[src/rtl/feedback_sequencer.sv]
// -----------------------------------------------------------------------------
// feedback_sequencer
//
// Schedules the game's feedback patterns. One-cycle game event pulses are
// latched into a pending vector, arbitrated by fixed priority and handed to
// the pattern player one at a time. The block drives the player's pattern
// select, start pulse and step tick, and waits for the player's done flag.
// Every pattern is bounded by a step-count timeout and followed by a silent
// gap of GAP_TICKS step ticks before the next pattern may start.
//
// Parameters
//   TICK_DIV       clk cycles per step_tick (>= 2)
//   GAP_TICKS      step ticks of silence after each pattern (>= 1)
//   TIMEOUT_TICKS  step ticks allowed in PLAY before the pattern is aborted (>= 1)
//
// Ports
//   clk                 system clock, rising edge
//   rst_n               asynchronous active-low reset
//   game_win            event pulse, priority 0 (highest), terminal
//   alphabet_found      event pulse, priority 1
//   alphabet_not_found  event pulse, priority 2
//   game_over           event pulse, priority 3 (lowest), terminal
//   play_done           player finished the current pattern (level or pulse)
//   play_start          one-cycle start pulse to the player
//   play_sel            pattern code: 00 win, 01 found, 10 not_found, 11 over
//   step_tick           one-cycle step pulse every TICK_DIV cycles
//   busy                high while a pattern plays or its gap runs
//   pending             latched requests {over, not_found, found, win}
//   dropped             one-cycle pulse: event merged into an already-set bit
//   timeout             one-cycle pulse: pattern aborted by the step timeout
// -----------------------------------------------------------------------------
module feedback_sequencer #(
  parameter int TICK_DIV      = 5000000,
  parameter int GAP_TICKS     = 2,
  parameter int TIMEOUT_TICKS = 8
) (
  input  logic       clk,
  input  logic       rst_n,
  input  logic       game_win,
  input  logic       alphabet_found,
  input  logic       alphabet_not_found,
  input  logic       game_over,
  input  logic       play_done,
  output logic       play_start,
  output logic [1:0] play_sel,
  output logic       step_tick,
  output logic       busy,
  output logic [3:0] pending,
  output logic       dropped,
  output logic       timeout
);

  // ---------------------------------------------------------------------------
  // Counter widths and terminal values
  // ---------------------------------------------------------------------------
  localparam int DIV_W  = (TICK_DIV > 1) ? $clog2(TICK_DIV) : 1;
  localparam int STEP_W = $clog2(TIMEOUT_TICKS + 1);
  localparam int GAP_W  = $clog2(GAP_TICKS + 1);

  localparam logic [DIV_W-1:0]  DIV_LAST  = DIV_W'(TICK_DIV - 1);
  localparam logic [STEP_W-1:0] STEP_LAST = STEP_W'(TIMEOUT_TICKS - 1);
  localparam logic [STEP_W-1:0] STEP_MAX  = STEP_W'(TIMEOUT_TICKS);
  localparam logic [GAP_W-1:0]  GAP_LAST  = GAP_W'(GAP_TICKS - 1);
  localparam logic [GAP_W-1:0]  GAP_MAX   = GAP_W'(GAP_TICKS);

  // Bits that survive a terminal event (win and over); found/not_found are
  // meaningless once the game has ended.
  localparam logic [3:0] TERMINAL_MASK = 4'b1001;

  typedef enum logic [1:0] {
    ST_IDLE = 2'd0,
    ST_PLAY = 2'd1,
    ST_GAP  = 2'd2
  } state_e;

  // ---------------------------------------------------------------------------
  // State
  // ---------------------------------------------------------------------------
  state_e            state_q,      state_d;
  logic [3:0]        pending_q,    pending_d;
  logic [1:0]        play_sel_q,   play_sel_d;
  logic              play_start_q, play_start_d;
  logic              busy_q,       busy_d;
  logic              dropped_q,    dropped_d;
  logic              timeout_q,    timeout_d;
  logic              step_tick_q,  step_tick_d;
  logic [DIV_W-1:0]  div_q,        div_d;
  logic [STEP_W-1:0] step_cnt_q,   step_cnt_d;
  logic [GAP_W-1:0]  gap_cnt_q,    gap_cnt_d;

  // ---------------------------------------------------------------------------
  // Arbitration helpers
  // ---------------------------------------------------------------------------
  logic [3:0] events;
  logic       flush;
  logic [3:0] events_acc;
  logic       grant_en;
  logic [3:0] grant_oh;
  logic [1:0] grant_code;
  logic [3:0] pending_keep;

  assign events = {game_over, alphabet_not_found, alphabet_found, game_win};
  assign flush  = game_win | game_over;

  // Only IDLE grants; the lowest set index has the highest priority.
  assign grant_en = (state_q == ST_IDLE) && (pending_q != 4'b0000);

  // NOTE: every signal assigned in an always_comb gets a default first, so no
  // path through the block can leave it unassigned and infer a latch.
  always_comb begin
    grant_oh   = 4'b0000;
    grant_code = 2'b00;
    if (pending_q[0]) begin
      grant_oh   = 4'b0001;
      grant_code = 2'b00;
    end else if (pending_q[1]) begin
      grant_oh   = 4'b0010;
      grant_code = 2'b01;
    end else if (pending_q[2]) begin
      grant_oh   = 4'b0100;
      grant_code = 2'b10;
    end else if (pending_q[3]) begin
      grant_oh   = 4'b1000;
      grant_code = 2'b11;
    end
  end

  // ---------------------------------------------------------------------------
  // Pending latch
  // ---------------------------------------------------------------------------
  // The granted bit is removed before new events are merged, so an event for
  // the same bit at the grant edge re-sets it as a fresh request instead of
  // being reported as dropped. A terminal event clears found/not_found and
  // swallows a found/not_found arriving at the same edge without a drop.
  always_comb begin
    events_acc   = flush ? (events & TERMINAL_MASK) : events;
    pending_keep = pending_q;
    if (grant_en) begin
      pending_keep = pending_keep & ~grant_oh;
    end
    if (flush) begin
      pending_keep = pending_keep & TERMINAL_MASK;
    end
    pending_d = pending_keep | events_acc;
    dropped_d = |(pending_keep & events_acc);
  end

  // ---------------------------------------------------------------------------
  // Step tick divider
  // ---------------------------------------------------------------------------
  // Free-running, but restarted on the grant edge so the pattern's first step
  // lands a full period after play_start. The tick flop is loaded from the
  // next count, so step_tick is high exactly while div_q sits at its last value.
  always_comb begin
    if (grant_en || (div_q == DIV_LAST)) begin
      div_d = '0;
    end else begin
      div_d = div_q + DIV_W'(1);
    end
    step_tick_d = (div_d == DIV_LAST);
  end

  // ---------------------------------------------------------------------------
  // Sequencer FSM: next state, counters and pulse outputs
  // ---------------------------------------------------------------------------
  always_comb begin
    state_d      = state_q;
    play_sel_d   = play_sel_q;
    play_start_d = 1'b0;
    timeout_d    = 1'b0;
    step_cnt_d   = step_cnt_q;
    gap_cnt_d    = gap_cnt_q;

    unique case (state_q)
      ST_IDLE: begin
        step_cnt_d = '0;
        gap_cnt_d  = '0;
        if (grant_en) begin
          state_d      = ST_PLAY;
          play_sel_d   = grant_code;
          play_start_d = 1'b1;
        end
      end

      ST_PLAY: begin
        // play_done is ignored in the start cycle: the player may still be
        // showing done from the previous pattern. Done outranks the final
        // tick, so a pattern finishing on time never reports a timeout.
        if (!play_start_q && play_done) begin
          state_d   = ST_GAP;
          gap_cnt_d = '0;
        end else if (step_tick_q) begin
          if (step_cnt_q >= STEP_LAST) begin
            state_d   = ST_GAP;
            gap_cnt_d = '0;
            timeout_d = 1'b1;
          end else if (step_cnt_q != STEP_MAX) begin
            step_cnt_d = step_cnt_q + STEP_W'(1);
          end
        end
      end

      ST_GAP: begin
        if (step_tick_q) begin
          if (gap_cnt_q >= GAP_LAST) begin
            state_d = ST_IDLE;
          end else if (gap_cnt_q != GAP_MAX) begin
            gap_cnt_d = gap_cnt_q + GAP_W'(1);
          end
        end
      end

      default: begin
        state_d = ST_IDLE;
      end
    endcase

    busy_d = (state_d != ST_IDLE);
  end

  // ---------------------------------------------------------------------------
  // Registers
  // ---------------------------------------------------------------------------
  // NOTE: sequential state uses non-blocking assignments so every flop samples
  // the pre-edge values of the others, independent of statement order.
  // NOTE: every flop here, including all counters, is reset: a reset mid-pattern
  // must abandon the pattern and discard all pending requests.
  always_ff @(posedge clk or negedge rst_n) begin
    if (!rst_n) begin
      state_q      <= ST_IDLE;
      pending_q    <= 4'b0000;
      play_sel_q   <= 2'b00;
      play_start_q <= 1'b0;
      busy_q       <= 1'b0;
      dropped_q    <= 1'b0;
      timeout_q    <= 1'b0;
      step_tick_q  <= 1'b0;
      div_q        <= '0;
      step_cnt_q   <= '0;
      gap_cnt_q    <= '0;
    end else begin
      state_q      <= state_d;
      pending_q    <= pending_d;
      play_sel_q   <= play_sel_d;
      play_start_q <= play_start_d;
      busy_q       <= busy_d;
      dropped_q    <= dropped_d;
      timeout_q    <= timeout_d;
      step_tick_q  <= step_tick_d;
      div_q        <= div_d;
      step_cnt_q   <= step_cnt_d;
      gap_cnt_q    <= gap_cnt_d;
    end
  end

  // ---------------------------------------------------------------------------
  // Outputs (all registered)
  // ---------------------------------------------------------------------------
  assign play_start = play_start_q;
  assign play_sel   = play_sel_q;
  assign step_tick  = step_tick_q;
  assign busy       = busy_q;
  assign pending    = pending_q;
  assign dropped    = dropped_q;
  assign timeout    = timeout_q;

endmodule

[config.mk]
export PLATFORM = sky130hd
export DESIGN_NAME = feedback_sequencer
export DESIGN_NICKNAME = d
export VERILOG_FILES = /design/src/rtl/feedback_sequencer.sv
export SDC_FILE = /design/constraint.sdc
export NUM_CORES = 1
export LEC_CHECK = 0
export ABC_AREA = 1
export BUFFER_PORTS_ARGS = -buffer_cell sky130_fd_sc_hd__buf_2
export CAP_MARGIN = 5
export CORE_MARGIN = 3
export CORE_UTILIZATION = 60
export DETAILED_ROUTE_END_ITERATION = 8
export PLACE_DENSITY = 0.79
export RECOVER_POWER = 25
export SYNTH_ARGS = -nofsm -noshare
export SYNTH_HDL_FRONTEND = slang
export SYNTH_SLANG_ARGS = --single-unit
[constraint.sdc]
create_clock -name clk -period 2.2 [get_ports clk]
set_input_delay 0.22 -clock clk [delete_from_list [all_inputs] [get_ports clk]]
set_output_delay 0.22 -clock clk [all_outputs]
set_load 0.01 [all_outputs]
=== Word level (Yosys, flattened, before mapping) ===
Cells that the tools add are included.

* Mux-type cells: 37
* Divide/modulo/power cells: 0
* Reductions and logical operators: 13
* Add/sub/neg operators: 3
* Bitwise logic cells: 5
* Order comparisons: 2
* Shift operators: 0
* Eq/ne operators: 15
* Multipliers: 0

{| class="wikitable"
|+ Operator list
! kind !! number
|-
| equality test 23 bit (second input constant) || 2
|-
| 2-to-1 mux 4 bit || 9
|-
| 2-to-1 mux 2 bit || 16
|-
| adder 23 x 1 -> 23 bit (second input constant) || 1
|-
| 2-to-1 mux 23 bit || 1
|-
| != test 2 bit (second input constant) || 8
|-
| one-hot mux 2 bit (3 select lines) || 2
|-
| bitwise AND 4 bit || 2
|-
| one-hot mux 4 bit (2 select lines) || 1
|-
| 2-to-1 mux 1 bit || 6
|-
| 2-to-1 mux 3 bit || 2
|-
| != test 3 bit (second input constant) || 2
|-
| AND reduction 6 bit || 1
|-
| AND reduction 5 bit || 1
|-
| adder 4 x 1 -> 4 bit (second input constant) || 1
|-
| greater-or-equal comparator 4 x 3 -> 1 bit (second input constant) || 1
|-
| != test 4 bit (second input constant) || 1
|-
| NOT 4 bit || 1
|-
| bitwise OR 4 bit || 1
|-
| nonzero test 2 bit || 2
|-
| nonzero test 4 bit || 1
|-
| OR reduction 4 bit || 1
|-
| nonzero test 3 bit || 1
|-
| adder 2 x 1 -> 2 bit (second input constant) || 1
|-
| 9 further kinds || 10
|}

* Latch bits: 0
* Memories kept: 0
* Bits in writable memories: 0
* Register bits after elaboration: 42
* Output and inout bits: 11
* Memory bits (read-only): 0
* Bits of input ports: 7
* Logic and storage cells: 86

=== Longest topological paths before layout ===
Gate-level depths: netlist of run 1.

* Word-level depth: 10
* Mapped depth: 12
* Depth with buffers taken out: 12

=== Worst setup path before layout of run 1 ===
OpenSTA, ideal clock, no wires.

* Path kind: flip-flop to flip-flop
* From: register div_q[0]
* To: register step_tick_q (netlist: step_tick)
* Period minus slack after synthesis: 1.594 ns
* Library setup time: 0.069 ns
* Data required time: 2.131 ns
* Buffers on the path: 1
* Slack: 0.606 ns
* Arrival time: 1.525 ns
* Cell stages (with the launch flop): 12
* Cell sequence: dfrtp_1 -> ha_1 -> nand3_2 -> nor2_1 -> nand3_1 -> nand2_2 -> buf_6 -> nor2_4 -> nand3_1 -> nor2_1 -> nand2_1 -> nor2_2

* Word-level cells in the longest chain between the ends: 4
* Elaborated cells between the ends (all ways): 5
* Those cells by class: add/sub: 1; eq/ne: 2; mux: 1; reduce/logical: 1

{| class="wikitable"
|+ Ends and longest elaborated chain
! item !! RTL line !! text
|-
| start: declaration || 87 || <nowiki>logic [DIV_W-1:0] div_q, div_d;</nowiki>
|-
| start signal: assignment || 250 || <nowiki>div_q <= div_d;</nowiki>
|-
| parallel branches: the longest is 2 deep, another holds adder 23 x 1 -> 23 bit || n/a ||
|-
| 2-to-1 mux 23 bit * || 155 || <nowiki>if (grant_en || (div_q == DIV_LAST)) begin</nowiki>
|-
| net div_d[11] || 87 ||
|-
| equality test 23 bit * || 160 || <nowiki>step_tick_d = (div_d == DIV_LAST);</nowiki>
|-
| net step_tick_d || 86 || <nowiki>logic step_tick_q, step_tick_d;</nowiki>
|-
| end signal: assignment || 249 || <nowiki>step_tick_q <= step_tick_d;</nowiki>
|-
| end: declaration || 86 ||
|}

Mark *: on every way through the listed nets, which the timed path passes.
A chain may end at the register's enable or synchronous reset.

=== Worst setup path after layout of run 1 ===
* From: register div_q[0]
* To: register step_tick_q (netlist: step_tick)

* Word-level cells in the longest chain between the ends: 4
* Elaborated cells between the ends (all ways): 5
* Those cells by class: add/sub: 1; eq/ne: 2; mux: 1; reduce/logical: 1

{| class="wikitable"
|+ Ends and longest elaborated chain
! item !! RTL line
|-
| parallel branches: the longest is 2 deep, another holds adder 23 x 1 -> 23 bit || n/a
|-
| 2-to-1 mux 23 bit * || 155
|-
| equality test 23 bit * || 160
|-
| net step_tick_d || 86
|}

Marks and branches as above.

==> results of run 1 <==
## worst max-delay path: cells and delay by family (launching register included)
family	cells	cell delay [ns]
and+or+nand+nor	9	1.12
DFF	1	0.47
adders and majority gates	1	0.27
buffers and inverters	1	0.13
## path summary, 6_finish.rpt
| kind | end | cells past startpoint |
|---|---|---|
| min | pending[3]$_DFF_PN0_ | 2 |
| min reg2reg | play_sel[0]$_DFFE_PN0P_ | 2 |
| max in group asynchronous | pending[3]$_DFF_PN0_ | 2 |
| min in group asynchronous | div_q[19]$_DFF_PN0_ | 2 |
| max | step_tick$_DFF_PN0_ | 11 |
| max reg2reg | step_tick$_DFF_PN0_ | 11 |
## kinds of logic after synthesis
family          count (synthesis)  synth area share, %
flops                          42                 42.6
xor+xnor                        4                 1.42
fa+ha+maj                       5                 2.53
simple gates                  202                 37.9
compound gates                 27                 7.20
buf+inv                        53                 8.41
## cell type report
type,count,area (um^2)
well taps,48,60.1
multi-input cells,238,1210
clock buffers,7,86.3
inverters,51,191
fillers,330,1100
flip-flops and latches,42,1050
clock inverters,1,5.00
repair buffers,19,97.6
## cells in the mapped netlist (3+ instances only)
| master | number |
|---|---|
| nand2_1 | 79 |
| nor2_1 | 59 |
| inv_1 | 48 |
| dfrtp_1 | 42 |
| nand3_1 | 26 |
| nand4_1 | 12 |
| o21ai_0 | 10 |
| nor2_2 | 7 |
| nor2_4 | 6 |
| a21oi_1 | 5 |
| ha_1 | 5 |
| nand2_2 | 5 |
| inv_2 | 3 |
| xor2_1 | 3 |
## stage by stage
step | cells | hold slack (ns) | util [%] | total power, uW
floorplan | 333 | -0.0756 | - | 1460
global placement | 398 | 0.316 | 68.8 | 1620
detailed placement | 398 | 0.322 | 68.8 | 1650
CTS | 406 | 0.00834 | 71.2 | 2150
global route | 406 | 0.157 | 71.1 | 2300
finish | 406 | 0.142 | 71.1 | 2140
## where the power goes
part	internal, uW	switching (uW)	total (uW)
sequential	887	115	1000
combinational	201	421	622
clock	253	258	511
total	1340	795	2140
## flip-flops by register name, summed over array words and instances, names as in the netlist
| signal | flops |
|---|---|
| busy | 1 |
| pending | 4 |
| dropped | 1 |
| timeout | 1 |
| div_q | 23 |
| step_tick | 1 |
| step_cnt_q | 4 |
| play_sel | 2 |
| gap_cnt_q | 2 |
| play_start | 1 |
| state_q | 2 |
## layer usage
layer	routed length, um	vias up	share of wire (%)	global-route usage (%)
li1	-	1094	-	-
met1	2450	994	46	32.3
met2	2430	71	45	37.6
met3	430	9	8.0	4.32
met4	71	0	1.3	7.66
met5	0	-	0	0
==> results.txt, run 1 <==
The number of setup violations in the final report is 0. TritonCTS built the clock tree. The number of antenna violations at the first check in global routing came out at 0. In the global route stage, overall resource usage came out at 23.5%. The final max-slew violation count is 0. The initial utilization of the core area, before any placement, comes to 65.0%. The slowest stage of the critical path is the dfrtp_1 cell.

The count of state elements after synthesis is 42. The final routed DRC violation total came out at 0. The gate count after technology mapping is 333.

By startpoint and endpoint, the worst setup path is classified as flip-flop to flip-flop. The final-report hold violation count is 0. The clock transition at the register clock pins on the worst setup and hold paths after CTS came out at 0.08 ns. The area fraction of the dominant cell type after synthesis is 42.6%. The post-route netlist has 14.8% of its cells at a drive strength greater than 1.

Once the clock tree was built, the setup fixing pass inserted 0 buffers. The buffer levels on the longest clock path came out at 2. The flow ran to the end, and the final reports show no timing, DRC or antenna violations.

After floorplanning, the core was sized to cover 3800 um^2. The synthesized area per cell is 7.41 um^2. The largest fanout on the critical path is 12. The pin count of the biggest net entering global routing came out at 43. The total of buffers placed on input and output ports came out at 17. Headroom to the max-slew limit came out at 32.7%. The number of cells upsized or downsized after cts came out at 0. The routed length per placed instance came out at 13.2 um.

The first-pass detailed-route iteration total came out at 4. The worst-case clock skew is 0.00502 ns. The tree is rooted in a clkbuf_8. The setup slack on the worst flop-to-flop path came out at 0.16 ns.

Summing all placed instances gives a cell area of 2610 um^2. The floorplan has 22 rows. The H-tree was split into 2 levels. The post-route antenna net violation count came out at 0.

The share of the cycle needed by the critical path after routing is 92.9%. The signal on the critical path passes through ha_1, nand3_2, nor2_1, nand3_1, nand2_2, inv_1, nand3_1, nand2_1, nor2_1, nand2_1, nor2_2. The number of global-route vias before repair came out at 2,057. STA classifies the critical path endpoint as a flip-flop. During synthesis, Yosys emitted a total of 0 warnings. In this run the worst setup path begins at div_q[0]$_DFF_PN0_. The transition at the pin with the smallest max-transition slack is 1.01 ns. The startpoint identified for the worst hold timing path is game_over. The peak clock frequency supported by timing came out at 0.490 GHz. Across the run, the number of max-cap violations was 0. The final standard cell area without fillers came out at 2700 um^2. The required time of the critical path came out at 2.43 ns. The startpoint of the worst-slack reg-to-reg timing path is div_q[0]$_DFF_PN0_.

The global-route wire length before repair came out at 9300 um. Summed over all cells, the static leakage comes to 0.00129 uW. In this run the worst hold path is classified as input pin to flip-flop. The total nets after synthesis is 345.

The quantity of hold-fixing buffers added after cts came out at 0. Leaving out fill and tap cells, the most frequent cell in the layout is nand2_1. The total number of vias is 2,168.

For the final routed database, the setup TNS stands at 0 ns. The shortest clock period the worst path allows after layout is 2.04 ns. At the end of the flow, the number of nets in the layout was 369. The total power per unit cell area came out at 791 nW/um^2.

Compared with the post-synthesis result, the final layout area differs by 9.43%. The synthesized cell area came out at 2470 um^2. For this run, the register share of the synthesized area comes to 42.6%.

Setup repair after global routing left no endpoint under its margin. The largest vdd supply drop came out at 0.000460 V. Measured along the y axis, the die boundary spans 70.1 um.

The residual overflow from global routing is 0. The initial DRC count is 197. By area the synthesized netlist is led by dfrtp_1 (43%), nand2_1 (12%), nor2_1 (9.0%).

The delay of the slowest cell on the worst path came out at 0.47 ns. The area enclosed by the die boundary is 4920 um^2. The vias per cell is 5.34. The synthesized design contains 0 enable-type register cells.

The proportion of register bits with asynchronous set or reset after synthesis came out at 100%. The final estimated routing congestion in global placement is 1.00. The data arrival time of the critical path came out at 2.27 ns. The total CTS buffers came out at 5.

The worst setup path is launched from a flip-flop. The most area-hungry cell type in the Yosys netlist is dfrtp_1. The die width came out at 70.1 um.

The number of different library cells used by synthesis comes to 32. Timing analysis after detailed placement gives a worst setup slack of 0.197 ns. The count of antenna diodes in the layout is 0.

The number of I/O pins is 18. Once routing completed, OpenROAD measured the worst setup slack at 0.157 ns. The source-to-sink clock delay at the later pin of the worst-skew pair is 0.29 ns. The overall routed net length came out at 5380 um. Once detailed placement completed, the half-perimeter wirelength came to 4230 um.

Leaving out fill and tap cells, the most frequent cells in the layout are nand2_1 (79), nor2_1 (59), inv_1 (48), dfrtp_1 (42), nand3_1 (26). The CTS sink count is 42. The dominant synthesized flop cell is dfrtp_1.
(Power assumes the default switching activity.)
==> run 2: changes to the inputs <==
--- a/config.mk
+++ b/config.mk
@@ -8,10 +8,12 @@
 export ABC_AREA = 1
 export BUFFER_PORTS_ARGS = -buffer_cell sky130_fd_sc_hd__buf_2
 export CAP_MARGIN = 5
+export CELL_PAD_IN_SITES_DETAIL_PLACEMENT = 0
+export CELL_PAD_IN_SITES_GLOBAL_PLACEMENT = 1
 export CORE_MARGIN = 3
-export CORE_UTILIZATION = 60
+export CORE_UTILIZATION = 44
 export DETAILED_ROUTE_END_ITERATION = 8
-export PLACE_DENSITY = 0.79
+export PLACE_DENSITY_LB_ADDON = 0.1
 export RECOVER_POWER = 25
 export SYNTH_ARGS = -nofsm -noshare
 export SYNTH_HDL_FRONTEND = slang
==> run 2 against run 1 <==
  * Die area up 33%
  * Combinational power down 2%
  * Sequential share of layout area is 0.36 points lower
  * Worst hold slack worse by 0.0088 ns
  * Total power down 1.9%
  * Sequential power hardly changed
  * Global-route usage shrank 4.3 points
  * Critical path type unchanged
  * Largest cell class unchanged
==> results.txt, run 2 (same netlist as run 1, synthesis figures left out) <==
The residual overflow from global routing was 0 (unchanged). The count of nets after finishing came out at 370 (+0.27%). The setup slack of the critical path after layout is 0.313 ns (+0.156 ns).

The number of I/O pins came out at 18 (unchanged). The final max-slew violation count was 0 (unchanged). The area of the core is 5270 um^2 (+39%). The share of layout cells above drive strength 1 is 12.8% (-2.0 points).

The count of antenna diodes in the layout is 0 (unchanged). The number of flip-flops in the largest register is 23 (unchanged). The maximum level of the CTS H-tree is 2 (unchanged). The total half-perimeter wirelength after legalization and detailed placement was 4520 um (+6.8%).

The buffer levels on the longest clock path came out at 2 (unchanged). The largest fanout on the critical path came out at 9 (-3). The number of core rows came to 26 (+18%). The vias per cell came out at 5.00 (-6.3%). The initial DRC count came out at 151 (-23%). The post-route antenna net violation count was 0 (unchanged). The detailed router used layers up to and including met4. Leaving out fill and tap cells, the most frequent cell in the layout is nand2_1.

The required time of the critical path came out at 2.43 ns (about the same). The number of setup violations in the final report is 0 (unchanged). The pin count of the biggest net entering global routing came out at 26 (-40%). The starting utilization of the core area came out at 46.8% (-18 points). The count of buffer and inverter cells on the critical path was 1 (unchanged). The worst setup slack after placement is 0.331 ns (+0.134 ns). The placement-stage cell area is 2640 um^2 (+1.1%). The final estimated routing congestion in global placement is 0.823 (-18%). The register with the most flip-flops is div_q. The kind of launch point of the worst setup path is a flip-flop.

The kind of capture point of the worst setup path is a flip-flop. The floorplan die height was 80.9 um (+15%). The signal on the critical path passes through ha_1, nand3_2, nor2_1, nand3_1, nand2_2, inv_1, nand3_1, nand2_1, nor2_1, nand2_1, nor2_2.

The CTS sink count is 42 (unchanged). The routed length per placed instance is 13.1 um (-0.82%). The transition at the pin with the smallest max-transition slack was 1.06 ns (+0.0508 ns). The worst max-slew margin expressed relative to the limit is 29.4% (-3.4 points). The total routed wire length on the met1 layer came out at 2760 um (+13%). The total CTS buffers came out at 5 (unchanged).

The kind of cell with the highest combined delay on the critical path is simple AND/OR/NAND/NOR gates. The number of cells upsized or downsized after cts is 0 (unchanged). The global-route wire length before repair was 9510 um (+2.2%). The post-layout utilization of the core came out at 51.7% (-19 points). In the layout the commonest cells are nand2_1 (79), nor2_1 (60), inv_1 (48), dfrtp_1 (42), nand3_1 (26). The met3 wire length was 295 um (-31%). The worst-case clock skew was 0.00849 ns (+0.00347 ns). The worst setup path is of the flip-flop to flip-flop kind.

The largest vdd supply drop came out at 0.000390 V (-15%). TritonCTS built the clock tree. In this run the critical register-to-register path is launched from div_q[0]$_DFF_PN0_. The shortest clock period the worst path allows after layout is 1.89 ns (-0.156 ns).

The overall routed net length is 5640 um (+4.8%). The total number of vias is 2,146 (-1.0%). The final-report hold violation count is 0 (unchanged). The overall fraction of global-route tracks in use was 19.2% (-4.3 points). The total power per unit cell area is 769 nW/um^2 (-2.8%). The kind of path behind the tightest hold check is input pin to flip-flop. The total of buffers placed on input and output ports is 17 (unchanged). The share of the cycle needed by the critical path after routing came out at 85.8% (-7.1 points). The first-pass detailed-route iteration total came out at 4 (unchanged). The number of global-route vias before repair is 1,976 (-3.9%). The most critical setup path has its startpoint at div_q[0]$_DFF_PN0_. The source-to-sink clock delay at the later pin of the worst-skew pair is 0.30 ns (about the same). The root cell of the clock tree is clkbuf_8.

The area growth from synthesis to layout is 10.4%. Setup repair after global routing left no endpoint under its margin. The final routed DRC violation total came out at 0 (unchanged). The setup TNS after final layout is 0 ns (unchanged). The peak clock frequency supported by timing is 0.530 GHz (+8.3%).

The die width came out at 80.9 um (+15%). The final standard cell area without fillers came out at 2730 um^2 (+0.93%). The clock transition at the register clock pins on the worst setup and hold paths after CTS is 0.08 ns (about the same). In this run the most critical hold path is launched from game_over. The reported max-cap violation count came to 0 (unchanged). The number of antenna violations at the first check in global routing is 0 (unchanged). The critical-path cell with the highest stage delay is dfrtp_1.

The area enclosed by the die boundary is 6550 um^2 (+33%). The run finished with clean final reports. The hold slack is 0.133 ns (-0.00883 ns). The data arrival time of the critical path came out at 2.11 ns (-0.16 ns).

The cell leakage power is 0.00127 uW (-1.3%). The total met2 wirelength after detailed routing was 2490 um (+2.7%). The delay of the slowest cell on the worst path was 0.46 ns (about the same).
## run 2: where the power goes
| group | internal, uW | switching (uW) |
|---|---|---|
| logic | 192 | 417 |
| registers | 887 | 109 |
| clock network | 224 | 267 |
## run 2: layer usage
layer,vias up,global-route usage [%]
met5,-,0
met4,0,5.24
met3,9,4.10
met2,38,29.5
met1,992,27.4
li1,1107,-
## run 2: area by class of cell
| class | count | area, um^2 |
|---|---|---|
| clock buffers | 6 | 72.6 |
| flip-flops and latches | 42 | 1050 |
| clock inverters | 2 | 13.8 |
| well taps | 70 | 87.6 |
| fillers | 553 | 2540 |
| multi-input cells | 238 | 1210 |
| inverters | 51 | 191 |
| repair buffers | 20 | 103 |
## run 2: metrics by stage
step	total power [uW]	cells
floorplan	1460	333
global placement	1630	420
detailed placement	1650	420
CTS	2140	429
global route	2260	429
finish	2100	429
## run 2: repair_timing
item | CTS | global route
hold buffers | 1 | 0
hold endpoints to repair | 17 | 0
endpoints found under the setup margin | 0 | 0
buffers inserted | 0 | 0
## run 2: worst reg2reg max path: stages (launching register included)
cell     delay (ns)
dfrtp_1        0.46
ha_1           0.27
nand3_2        0.14
nor2_1         0.14
nand3_1        0.10
nand2_2        0.23
inv_1          0.12
nand3_1        0.10
nand2_1        0.05
nor2_1         0.09
nand2_1        0.07
nor2_2         0.07
## run 2: final timing paths
| kind | slack (ns) | depth (start not counted) | end |
|---|---|---|---|
| worst max-delay path | 0.31 | 11 | step_tick$_DFF_PN0_ |
| worst min-delay path | 0.13 | 2 | pending[3]$_DFF_PN0_ |
| worst max register to register | 0.31 | 11 | step_tick$_DFF_PN0_ |
| worst min register to register | 0.49 | 2 | play_sel[0]$_DFFE_PN0P_ |
| max in group asynchronous | 0.66 | 3 | step_cnt_q[2]$_DFFE_PN0P_ |
| min in group asynchronous | 0.63 | 2 | pending[1]$_DFF_PN0_ |
